`src/rtl/fp_normalize_round_if.sv`:
```
// fp_normalize_round_if: upstream operand and downstream result handshakes of the normalize/round stage
interface fp_normalize_round_if;
  logic inValid;
  logic inReady;
  logic [23:0] alignedResult;
  logic carryOut;
  logic alignedSign;
  logic [7:0] exponentOut;
  logic guardBit;
  logic roundBit;
  logic stickyBit;
  logic outValid;
  logic outReady;
  logic normalizedSign;
  logic [7:0] normalizedExponent;
  logic [22:0] normalizedMantissa;
  modport master (
    output inValid, alignedResult, carryOut, alignedSign, exponentOut, guardBit, roundBit, stickyBit, outReady,
    input inReady, outValid, normalizedSign, normalizedExponent, normalizedMantissa
  );
  modport slave (
    input inValid, alignedResult, carryOut, alignedSign, exponentOut, guardBit, roundBit, stickyBit, outReady,
    output inReady, outValid, normalizedSign, normalizedExponent, normalizedMantissa
  );
endinterface

```
`src/rtl/fp_normalize_round.sv`:
```
// fp_normalize_round: bit-serial normalize then round-to-nearest-even for the FP adder
// FP_NORM_FLUSH_DENORM_EN flushes denormal results to signed zero instead of gradual underflow
module fp_normalize_round (
  input logic clk,
  input logic reset,
  fp_normalize_round_if.slave bus
);
  typedef enum logic [1:0] {IDLE, NORM, ROUND, DONE} state_t;
  state_t state, stateNext;
  logic [24:0] m, mNext, mRnd;
  logic [8:0] e, eNext, eRnd;
  logic g, r, s, sign, gNext, rNext, sNext, signNext, inc, done;
  assign done = state == DONE;
  assign bus.inReady = state == IDLE && !reset;
  assign bus.outValid = done;
  assign bus.normalizedSign = done & sign;
  assign bus.normalizedExponent = done ? e[7:0] : '0;
  assign bus.normalizedMantissa = done ? m[22:0] : '0;
  always_ff @(posedge clk) begin
    if (reset) begin
      state <= IDLE;
      m <= '0;
      e <= '0;
      g <= 1'b0;
      r <= 1'b0;
      s <= 1'b0;
      sign <= 1'b0;
    end else begin
      state <= stateNext;
      m <= mNext;
      e <= eNext;
      g <= gNext;
      r <= rNext;
      s <= sNext;
      sign <= signNext;
    end
  end
  always_comb begin
    stateNext = state;
    mNext = m;
    eNext = e;
    gNext = g;
    rNext = r;
    sNext = s;
    signNext = sign;
    inc = g & (r | s | m[0]);
    mRnd = m + {24'd0, inc};
    eRnd = e;
    if (mRnd[24]) begin
      mRnd = mRnd >> 1;
      eRnd = e + 9'd1;
    end
    // a denormal that rounds up into the hidden bit becomes the smallest normal
    if (eRnd == 9'd0 && mRnd[23]) eRnd = 9'd1;
    if (eRnd >= 9'd255) begin
      eRnd = 9'd255;
      mRnd = '0;
    end
    unique case (state)
      IDLE: if (bus.inValid) begin
        mNext = {bus.carryOut, bus.alignedResult};
        eNext = {1'b0, bus.exponentOut};
        gNext = bus.guardBit;
        rNext = bus.roundBit;
        sNext = bus.stickyBit;
        signNext = bus.alignedSign;
        stateNext = NORM;
      end
      NORM: if (m == '0 && !(g | r | s)) begin
        eNext = '0;
        stateNext = DONE;
      end else if (m[24]) begin
        mNext = m >> 1;
        gNext = m[0];
        rNext = g;
        sNext = s | r;
        eNext = e + 9'd1;
      end else if (!m[23] && e > 9'd1) begin
        mNext = {m[23:0], g};
        gNext = r;
        rNext = 1'b0;
        eNext = e - 9'd1;
      end else if (!m[23]) begin
`ifdef FP_NORM_FLUSH_DENORM_EN
        eNext = '0;
        mNext = '0;
        gNext = 1'b0;
        rNext = 1'b0;
        sNext = 1'b0;
        stateNext = DONE;
`else
        eNext = '0;
        stateNext = ROUND;
`endif
      end else stateNext = ROUND;
      ROUND: begin
        mNext = mRnd;
        eNext = eRnd;
        stateNext = DONE;
      end
      DONE: if (bus.outReady) stateNext = IDLE;
      default: stateNext = IDLE;
    endcase
  end
endmodule

```
`src/flat_wrapper.sv`:
```
// flat-port wrapper written by rule: the top's interface ports become plain ports
module fp_normalize_round_flat 
  (clk, reset, bus_inValid, bus_alignedResult, bus_carryOut, bus_alignedSign, bus_exponentOut, bus_guardBit, bus_roundBit, bus_stickyBit, bus_outReady, bus_inReady, bus_outValid, bus_normalizedSign, bus_normalizedExponent, bus_normalizedMantissa);
  fp_normalize_round_if bus_i ();
  input logic clk;
  input logic reset;
  input wire logic [$bits(bus_i.inValid)-1:0] bus_inValid;
  input wire logic [$bits(bus_i.alignedResult)-1:0] bus_alignedResult;
  input wire logic [$bits(bus_i.carryOut)-1:0] bus_carryOut;
  input wire logic [$bits(bus_i.alignedSign)-1:0] bus_alignedSign;
  input wire logic [$bits(bus_i.exponentOut)-1:0] bus_exponentOut;
  input wire logic [$bits(bus_i.guardBit)-1:0] bus_guardBit;
  input wire logic [$bits(bus_i.roundBit)-1:0] bus_roundBit;
  input wire logic [$bits(bus_i.stickyBit)-1:0] bus_stickyBit;
  input wire logic [$bits(bus_i.outReady)-1:0] bus_outReady;
  output wire logic [$bits(bus_i.inReady)-1:0] bus_inReady;
  output wire logic [$bits(bus_i.outValid)-1:0] bus_outValid;
  output wire logic [$bits(bus_i.normalizedSign)-1:0] bus_normalizedSign;
  output wire logic [$bits(bus_i.normalizedExponent)-1:0] bus_normalizedExponent;
  output wire logic [$bits(bus_i.normalizedMantissa)-1:0] bus_normalizedMantissa;
  assign bus_i.inValid = bus_inValid;
  assign bus_i.alignedResult = bus_alignedResult;
  assign bus_i.carryOut = bus_carryOut;
  assign bus_i.alignedSign = bus_alignedSign;
  assign bus_i.exponentOut = bus_exponentOut;
  assign bus_i.guardBit = bus_guardBit;
  assign bus_i.roundBit = bus_roundBit;
  assign bus_i.stickyBit = bus_stickyBit;
  assign bus_i.outReady = bus_outReady;
  assign bus_inReady = bus_i.inReady;
  assign bus_outValid = bus_i.outValid;
  assign bus_normalizedSign = bus_i.normalizedSign;
  assign bus_normalizedExponent = bus_i.normalizedExponent;
  assign bus_normalizedMantissa = bus_i.normalizedMantissa;
  fp_normalize_round u_core (.clk(clk), .reset(reset), .bus(bus_i));
endmodule
```
`config.mk`:
```
export PLATFORM = sky130hd
export DESIGN_NAME = fp_normalize_round_flat
export DESIGN_NICKNAME = d
export VERILOG_FILES = /design/src/rtl/fp_normalize_round_if.sv /design/src/rtl/fp_normalize_round.sv /design/src/flat_wrapper.sv
export SDC_FILE = /design/constraint.sdc
export NUM_CORES = 1
export LEC_CHECK = 0
export CORE_ASPECT_RATIO = 2
export CORE_UTILIZATION = 56
export CTS_BUF_LIST = sky130_fd_sc_hd__clkbuf_4 sky130_fd_sc_hd__clkbuf_8 sky130_fd_sc_hd__clkbuf_16
export CTS_CLUSTER_DIAMETER = 200
export DETAILED_ROUTE_END_ITERATION = 8
export PLACE_DENSITY = 0.83
export SLEW_MARGIN = 5
export SYNTH_ARGS = -nofsm -noshare
export SYNTH_HDL_FRONTEND = slang
export SYNTH_SLANG_ARGS = --single-unit
```
`constraint.sdc`:
```
create_clock -name clk -period 4.15 [get_ports clk]
set_clock_uncertainty 0.2 [all_clocks]
set_input_delay 0.6225 -clock clk [delete_from_list [all_inputs] [get_ports clk]]
set_output_delay 0.6225 -clock clk [all_outputs]
set_load 0.02 [all_outputs]
```
; ---- Word-level counts from Yosys, hierarchy flattened
; Cells that the tools add are included.
; Widths: inputs -> output; s select.
[word_totals]
wordCells = 87
in_bits = 41
output_inout_bits = 34
ff_bits = 40
[classes]
n_addsub = 3
n_lt_le_gt_ge = 2
n_mux = 38
n_bitwise = 6
n_eq_ne = 11
n_reduce_logical = 19
[op_table]
columns = operator, count
row1 = $mux 25, 4
row2 = $pmux 25 s3, 1
row3 = $mux 9, 8
row4 = $mux 24, 2
row5 = $pmux 9 s3, 1
row6 = $add 25x1->25, 1
row7 = $logic_not 25->1, 1
row8 = $mux 23, 1
row9 = $reduce_and 4->1, 4
row10 = $mux 1, 11
row11 = $mux 2, 5
row12 = $add 9x1->9 const B, 1
row13 = $ge 9x8->1 const B, 1
row14 = $gt 9x1->1 const B, 1
row15 = $logic_not 9->1, 1
row16 = $sub 9x1->9 const B, 1
row17 = $mux 8, 1
row18 = $pmux 2 s4, 1
row19 = $ne 2x2->1 const B, 3
row20 = $pmux 1 s2, 3
row21 = $reduce_and 3->1, 2
row22 = $ne 5x4->1 const B, 1
row23 = $eq 2x2->1 const B, 2
row24 = $logic_and 1x1->1, 4
row25 = 12 further kinds, 18

; ---- Logic depth before layout (Yosys ltp)
; Gate-level depths: netlist (run 1).
[logic_depth]
depth_word = 11
ltp_mapped = 13
depth_no_buf = 10

; ---- Worst setup path after synthesis (run 1)
; No wires, ideal clock.
[synth_timing]
path_type = reg2reg
from = reg u_core.g
to = reg u_core.e[5]
setup_time_ps = 95
synth_period_minus_slack_ps = 3330
t_arrival_ps = 3035
slack_ps = 820
t_required_ps = 3855
path_buffers = 3
stages_incl_launch_ff = 12
path_cell_list = dfxtp_1 clkbuf_1 and2_1 ha_1 nand4_1 or3_1 buf_2 nand2_1 mux2i_1 clkbuf_1 a31oi_1 a221oi_1
[synth_between]
elab_chain_len = 9
word_cells_on_any_way = 17
[synth_lines]
columns = item, line_no
row1 = from (decl), fp_normalize_round.sv:12  ; logic g, r, s, sign, gNext, rNext, sNext, signNext, inc, done;
row2 = from (signal assigned), fp_normalize_round.sv:32  ; g <= gNext;
row3 = $and 1x1->1, fp_normalize_round.sv:46  ; inc = g & (r | s | m[0]);
row4 = $add 25x1->25, fp_normalize_round.sv:47  ; mRnd = m + {24'd0, inc};
row5 = $mux 9, fp_normalize_round.sv:49  ; if (mRnd[24]) begin
row6 = $logic_not 9->1, fp_normalize_round.sv:54  ; if (eRnd == 9'd0 && mRnd[23]) eRnd = 9'd1;
row7 = $logic_and 1x1->1, fp_normalize_round.sv:54
row8 = $mux 9, fp_normalize_round.sv:54
row9 = $ge 9x8->1, fp_normalize_round.sv:55  ; if (eRnd >= 9'd255) begin
row10 = $mux 9, fp_normalize_round.sv:55
row11 = $pmux 9 s3, fp_normalize_round.sv:59  ; unique case (state)
row12 = to (signal assigned), fp_normalize_round.sv:31  ; e <= eNext;
row13 = to (decl), fp_normalize_round.sv:11  ; logic [8:0] e, eNext, eRnd;
; Several ways; a longest one is shown, not always the timed one.
; A chain may end at the register's enable or synchronous reset.

; ---- Final worst setup path (run 1)
[layout_timing]
from = reg u_core.m[0]
to = reg u_core.m[16]
[layout_between]
elab_chain_len = 10
word_cells_on_any_way = 15
[layout_lines]
columns = item, line_no
row1 = from (decl), fp_normalize_round.sv:10  ; logic [24:0] m, mNext, mRnd;
row2 = from (signal assigned), fp_normalize_round.sv:30  ; m <= mNext;
row3 = $or 1x1->1, fp_normalize_round.sv:46
row4 = $and 1x1->1, fp_normalize_round.sv:46
row5 = $add 25x1->25, fp_normalize_round.sv:47
row6 = $mux 9, fp_normalize_round.sv:49
row7 = $logic_not 9->1, fp_normalize_round.sv:54
row8 = $logic_and 1x1->1, fp_normalize_round.sv:54
row9 = $mux 9, fp_normalize_round.sv:54
row10 = $ge 9x8->1, fp_normalize_round.sv:55
row11 = $mux 24, fp_normalize_round.sv:55
row12 = $pmux 25 s3, fp_normalize_round.sv:59
; Several ways; a longest one is shown, not always the timed one.

==> flow_summary.toml, run 1 <==
[logic_synthesis]
synth_cell_types = 69
yosys_warnings = 0
yosys.area_share.adder_pct = 2.109
synth.cell_area_um2 = 4746
yosysMostFrequentCell = "nand2_1"
synth_compound_area_share_pct = 30.85
ys.flop_type = "dfxtp_1"
synth.largest_area_cell = "dfxtp_1"
synthSimpleGateAreaFrac_pct = 34.99
seq_area_frac_synth_pct = 16.87
synth_top_family_by_area = "simple AND/OR/NAND/NOR gates"
synth_top_cell_area_share_pct = 16.87
ys_ff_latch = 40
syn-num-nets = 788
synth.area.top_cells = "dfxtp_1, nand2_1, nor2_1"
synth_edf_count = 0
synth_common_cells = "nand2_1, nor2_1, clkbuf_1, a21oi_1, dfxtp_1"
syn_avg_cell_area_um2 = 6.422
synthXorXnorAreaFrac_pct = 5.537
synthMuxAreaShare_pct = 1.503
synthArstFlopShare_pct = 0
synthCells = 739

[floorplanning]
die_h_um = 132.2
fp-row-count = 47
die_x_um = 67.10
core_area_um2 = 8233
dieArea_um2 = 8869
start_util_pct = 57.64
io_pins = 75

[sta]
setup_viol = 0
max_slew.worst_pin.slew_ns = 0.8691
period_needed_ns = 3.859
tns_ns = 0
rsz0062_at_grt = "false"
slew_headroom_pct = 41.70
drv_slew = 0
fmax_ghz = 0.2592
fin_crit_sh_pct = 92.98
hold_viol_final = 0

[placed_design]
port_buffers = 74
gp_congestion = 1.062
hpwl_mm = 12.92

[cts]
clkSinkCount = 40
cts_max_level = 2
cts_buffer_depth = 2
root_buffer = "clkbuf_16"
clk_pin_slew_ns = 0.07
clk_latency_ns = 0.29
cts_tree = "built"
cts_buffers = 5

[worst_setup_path]
ff2ff_setup_slack_ns = 0.29
endpoint_kind = "flop"
rr_startpoint = "u_core.m[0]$_SDFFE_PP0P_"
crit_required_ns = 4.19
cp.arrival_ns = 3.89
reg2reg_to = "u_core.m[16]$_SDFFE_PP0P_"
worstPathMaxFanout = 16
reg2reg_depth = 11
worst_setup_path_start_kind = "flop"
crit_type = "flop to flop"

[run]
max-cap-violations = 0

[min_path]
worst_hold_path.num_cells = 2
holdPathEnd = "u_core.sign$_SDFFE_PP0P_"
hp-class = "flop to flop"
min_from = "u_core.sign$_SDFFE_PP0P_"

[power_and_ir_drop]
power.leakage_nw = 1.877
ir_worst_vdd_uv = 646.8
power.density_nw_per_um2 = 712.7

[layout]
drive_gt1_share_pct = 6.364
utilization_pct = 68.83
num_antenna_cells = 0
n_fill_cell = 732
area_delta_synth_final_pct = 19.40
nets = 819

[drt]
drc = 0
avgRoutedWirePerCell_um = 21.43
drt_first_pass_iters = 5
routed_via_density = 6.902
drt-total-wl_mm = 18.60
ant_nets = 0
first_iter_violations = 633
num_vias = 5991

[grt]
grt_pass1_wl_mm = 29.05
antenna_found_initial = 0
first_global_vias = 5602
track_usage_pct = 42.97
grt_max_degree = 75
overflow = 0

[status]
outcome = "finished clean"
[sequential cells by signal, summed over array words and instances (netlist names)]
name,flops
u_core.g,1
u_core.sign,1
u_core.e,9
u_core.m,25
u_core.r,1
u_core.state,2
u_core.s,1
[layer usage]
metal	global-route usage, %	vias to the layer above	part of all wire [%]
met3	9.602	125	7.9
li1	-	2722	-
met5	0	-	0
met1	44.74	2747	34
met2	71.67	397	50
met4	31.68	0	8.3
[layout by cell type (no fill, tap or decap), types with 7 or more instances in the layout]
cell / count
inv_1: 14
a21oi_1: 41
buf_4: 29
a211o_1: 22
clkdlybuf4s50_1: 74
and2_1: 37
a31oi_1: 30
nor2b_1: 7
nor4_1: 12
dfxtp_1: 40
o21ai_0: 39
nand4_1: 11
nand2_1: 104
a221oi_1: 10
xnor2_1: 24
ha_1: 7
nand3_1: 23
nor3_1: 22
o22ai_1: 12
nor2_1: 95
a211oi_1: 11
[final cells by class]
type	count	area [um^2]	share of cell area, %
multi-input cells	604	3571	63.02
clock buffers	5	125.1	2.208
flip-flops and latches	40	800.8	14.13
repair buffers	104	978.4	17.27
clock inverters	2	12.51	0.2208
inverters	15	56.30	0.9936
well taps	98	122.6	2.164
[critical path: stages (launching register included)]
cell       delay [ns]
dfxtp_1          0.48
and2_1           0.19
ha_1             0.29
nand4_1          0.40
o21a_1           0.43
nor2_1           0.24
buf_4            0.28
a31oi_1          0.12
a41o_1           0.34
buf_4            0.22
a2111oi_0        0.44
o31a_1           0.17
[worst max path at each step]
stage | from | to | slack (ns) | cells after the start
final | u_core.m[0]$_SDFFE_PP0P_ | u_core.m[16]$_SDFFE_PP0P_ | 0.29 | 11
after detailed placement | u_core.m[17]$_SDFFE_PP0P_ | u_core.m[21]$_SDFFE_PP0P_ | 0.30 | 9
after floorplan | u_core.g$_SDFFE_PP0P_ | u_core.e[5]$_SDFFE_PP0P_ | 0.82 | 11
after CTS | u_core.m[17]$_SDFFE_PP0P_ | u_core.m[9]$_SDFFE_PP0P_ | 0.27 | 9
after global routing | u_core.m[0]$_SDFFE_PP0P_ | u_core.m[16]$_SDFFE_PP0P_ | 0.0005 | 11
after global placement | u_core.m[17]$_SDFFE_PP0P_ | u_core.m[7]$_SDFFE_PP0P_ | 0.40 | 9
[through the flow]
stage | hold slack, ns | setup slack, ns | instances | instance area, um^2 | power [mW]
5_1_grt | 0.2914 | 0.0005369 | 868 | 5667 | 4.288
3_5_place_dp | 0.2536 | 0.2959 | 861 | 5523 | 3.536
3_3_place_gp | 0.2387 | 0.3975 | 861 | 5523 | 3.452
2_1_floorplan | 0.2317 | 0.8197 | 739 | 4746 | 2.735
4_1_cts | 0.2658 | 0.2707 | 868 | 5660 | 3.933
6_report | 0.2843 | 0.2915 | 868 | 5667 | 4.039
[power breakdown]
part           switching [mW]  internal, mW  total, mW
clock                   0.178         0.219      0.397
combinational            1.76          1.01       2.78
sequential              0.326         0.537      0.863
total                    2.27          1.77       4.04
[what timing repair did]
action,CTS,global route
gates resized for setup,0,1
buffers inserted,0,0
hold buffers,0,0
endpoints found under the setup margin,0,1
hold endpoints to repair,0,0
[kinds of logic (layout without fill, tap and decap cells)]
kind of cell,count (synthesis),after routing
simple gates,344,344
compound gates,215,215
buf+inv,95,126
flops,40,40
xor+xnor,30,30
fa+ha+maj,8,8
mux,7,7
Power figures use the tool's default switching activity.
==> inputs of run 2 (changes only) <==
--- a/config.mk
+++ b/config.mk
@@ -5,7 +5,9 @@
 export SDC_FILE = /design/constraint.sdc
 export NUM_CORES = 1
 export LEC_CHECK = 0
+export ABC_CLOCK_PERIOD_IN_PS = 4150
 export CORE_ASPECT_RATIO = 2
+export CORE_MARGIN = 2
 export CORE_UTILIZATION = 56
 export CTS_BUF_LIST = sky130_fd_sc_hd__clkbuf_4 sky130_fd_sc_hd__clkbuf_8 sky130_fd_sc_hd__clkbuf_16
 export CTS_CLUSTER_DIAMETER = 200
==> run 2 against run 1 <==
Against the previous run:
- hold slack improved by 0.0077 ns
- setup slack improved by 0.15 ns
- via count is 2.0% higher
- die area grew 4.5%
- design area increased by 1.5%
- clock-buffer cell count rose by 2
- register-to-register slack improved by 0.15 ns
==> flow_summary.toml, run 2 (synthesized netlist as in run 1, its figures left out) <==
[status]
outcome = "finished clean"

[worst_setup_path]
worst_setup_path_start_kind = "flop"
endpoint_kind = "flop"
crit_type = "flop to flop"
cp_slowest_stage_delay_ns = 0.89
rr_startpoint = "u_core.m[15]$_SDFFE_PP0P_"
crit_required_ns = 4.19
slowest_stage = "nor4_1"
worstPathCellList = "nor4_1 -> nand3_1 -> o22ai_1 -> nand2_1 -> nand2_1 -> nand2_1 -> a21oi_1 -> o21a_1"
reg2reg_to = "u_core.m[23]$_SDFFE_PP0P_"
startpoint = "u_core.m[15]$_SDFFE_PP0P_"
crit_top_cell = "nand2_1"
endpoint = "u_core.m[23]$_SDFFE_PP0P_"
worstPathMaxFanout = 22
cp.arrival_ns = 3.75
reg2reg_depth = 8
ff2ff_setup_slack_ns = 0.44

[cts]
cts_tree = "built"
cts-resized-gates = 0
cts_buffer_depth = 2
cts-hold-fix-buffers = 0
cts_max_level = 2
clk_pin_slew_ns = 0.07
postCtsSetupRepairBufs = 0
clk_latency_ns = 0.30
clkSinkCount = 40
cts_buffers = 5
root_buffer = "clkbuf_16"

[sta]
fin_crit_sh_pct = 89.33
max_slew.worst_pin.slew_ns = 0.9797
slew_headroom_pct = 34.08
fmax_ghz = 0.2698
drv_slew = 0
tns_ns = 0
setup_viol = 0
rsz0062_at_grt = "false"
finalWorstSetupSlack_ns = 0.4430
hold_viol_final = 0
period_needed_ns = 3.707

[drt]
ant_nets = 0
drt_first_pass_iters = 5
first_iter_violations = 593
routed_via_density = 6.982
drc = 0
top_layer_used = "met4"
avgRoutedWirePerCell_um = 21.74
wl_met2_mm = 9.851
num_vias = 6109
drt-total-wl_mm = 19.02
routed-wl-met3_mm = 1.434
wl_met1_mm = 6.358

[floorplanning]
io_pins = 75
start_util_pct = 57.64
die_x_um = 69.10
fp-row-count = 47
dieArea_um2 = 9272
die_h_um = 134.2
core_area_um2 = 8233

[layout]
area_delta_synth_final_pct = 21.17
instances_no_fill = 875
final_common_cell = "nand2_1"
largest_reg_flops = 25
largest-register = "u_core.m"
n_fill_cell = 736
utilization_pct = 69.85
multiInputGateArea_um2 = 3565
drive_gt1_share_pct = 7.207
num_antenna_cells = 0
final-seq-area_um2 = 800.8
design_area_um2 = 5751
final_cell_mix = "nand2_1, nor2_1, clkdlybuf4s50_1"
largestRegisters = "u_core.m x25, u_core.e x9, u_core.state x2"
nets = 825

[grt]
antenna_found_initial = 0
overflow = 0
track_usage_pct = 40.12
grt_pass1_wl_mm = 29.78
grt_max_degree = 75
first_global_vias = 5924

[placed_design]
gp_congestion = 1.051
port_buffers = 74
postPlaceCellArea_um2 = 5568
pre_cts_ws_ns = 0.5193
dp.cells = 867
hpwl_mm = 13.38

[min_path]
hp-class = "flop to flop"

[power_and_ir_drop]
power.leakage_nw = 1.930
power.density_nw_per_um2 = 727.8
ir_worst_vdd_uv = 615.8

[run]
max-cap-violations = 0
-- run 2: changes by cell type in the layout (fill, tap and decap cells not counted) --
cell	previous run	this run
nor3_4	1	0
buf_4	29	35
bufinv_16	0	1
clkbuf_8	0	2
clkinvlp_4	1	0
clkinv_2	1	0
nor3_2	0	1
-- run 2: worst max-delay path, delay by kind of cell (launching register included) --
kind	cells	cell delay, ns
AO/OA/AOI/OAI	3	0.84
flip-flops	1	0.43
AND/OR/NAND/NOR	5	2.17
-- run 2: area by class of cell --
class / instances / area share [%]
clock buffers: 7 / 2.654
clock inverters: 1 / 0.5222
inverters: 15 / 0.9791
multi-input cells: 604 / 61.99
flip-flops and latches: 40 / 13.93
well taps: 98 / 2.132
repair buffers: 110 / 17.80
-- run 2: how the worst min path moves through the flow --
stage | to | slack (ns) | from | depth (start not counted)
after floorplan | u_core.sign$_SDFFE_PP0P_ | 0.23 | u_core.sign$_SDFFE_PP0P_ | 2
after global placement | u_core.sign$_SDFFE_PP0P_ | 0.24 | u_core.sign$_SDFFE_PP0P_ | 2
after detailed placement | u_core.sign$_SDFFE_PP0P_ | 0.27 | u_core.sign$_SDFFE_PP0P_ | 2
after CTS | u_core.sign$_SDFFE_PP0P_ | 0.29 | u_core.sign$_SDFFE_PP0P_ | 2
after global routing | u_core.sign$_SDFFE_PP0P_ | 0.31 | u_core.sign$_SDFFE_PP0P_ | 2
final | u_core.sign$_SDFFE_PP0P_ | 0.29 | u_core.sign$_SDFFE_PP0P_ | 2
-- run 2: metrics by stage --
stage          hold slack, ns  total power, mW
2_1_floorplan          0.2317            2.735
3_3_place_gp           0.2390            3.502
3_5_place_dp           0.2737            3.572
4_1_cts                0.2865            4.074
5_1_grt                0.3097            4.430
6_report               0.2920            4.185
-- run 2: metal layers --
layer  vias up  global-route usage [%]
met5         -                       0
met4         0                   30.94
met3       130                   4.884
met2       437                   71.10
met1      2812                   42.24
li1       2730                       -
-- run 2: where the power goes --
| group | total (mW) | internal (mW) | switching, mW |
|---|---|---|---|
| Clock | 0.495 | 0.317 | 0.178 |
| Sequential | 0.872 | 0.537 | 0.335 |
| Combinational | 2.82 | 1.05 | 1.77 |
| Total | 4.19 | 1.90 | 2.28 |
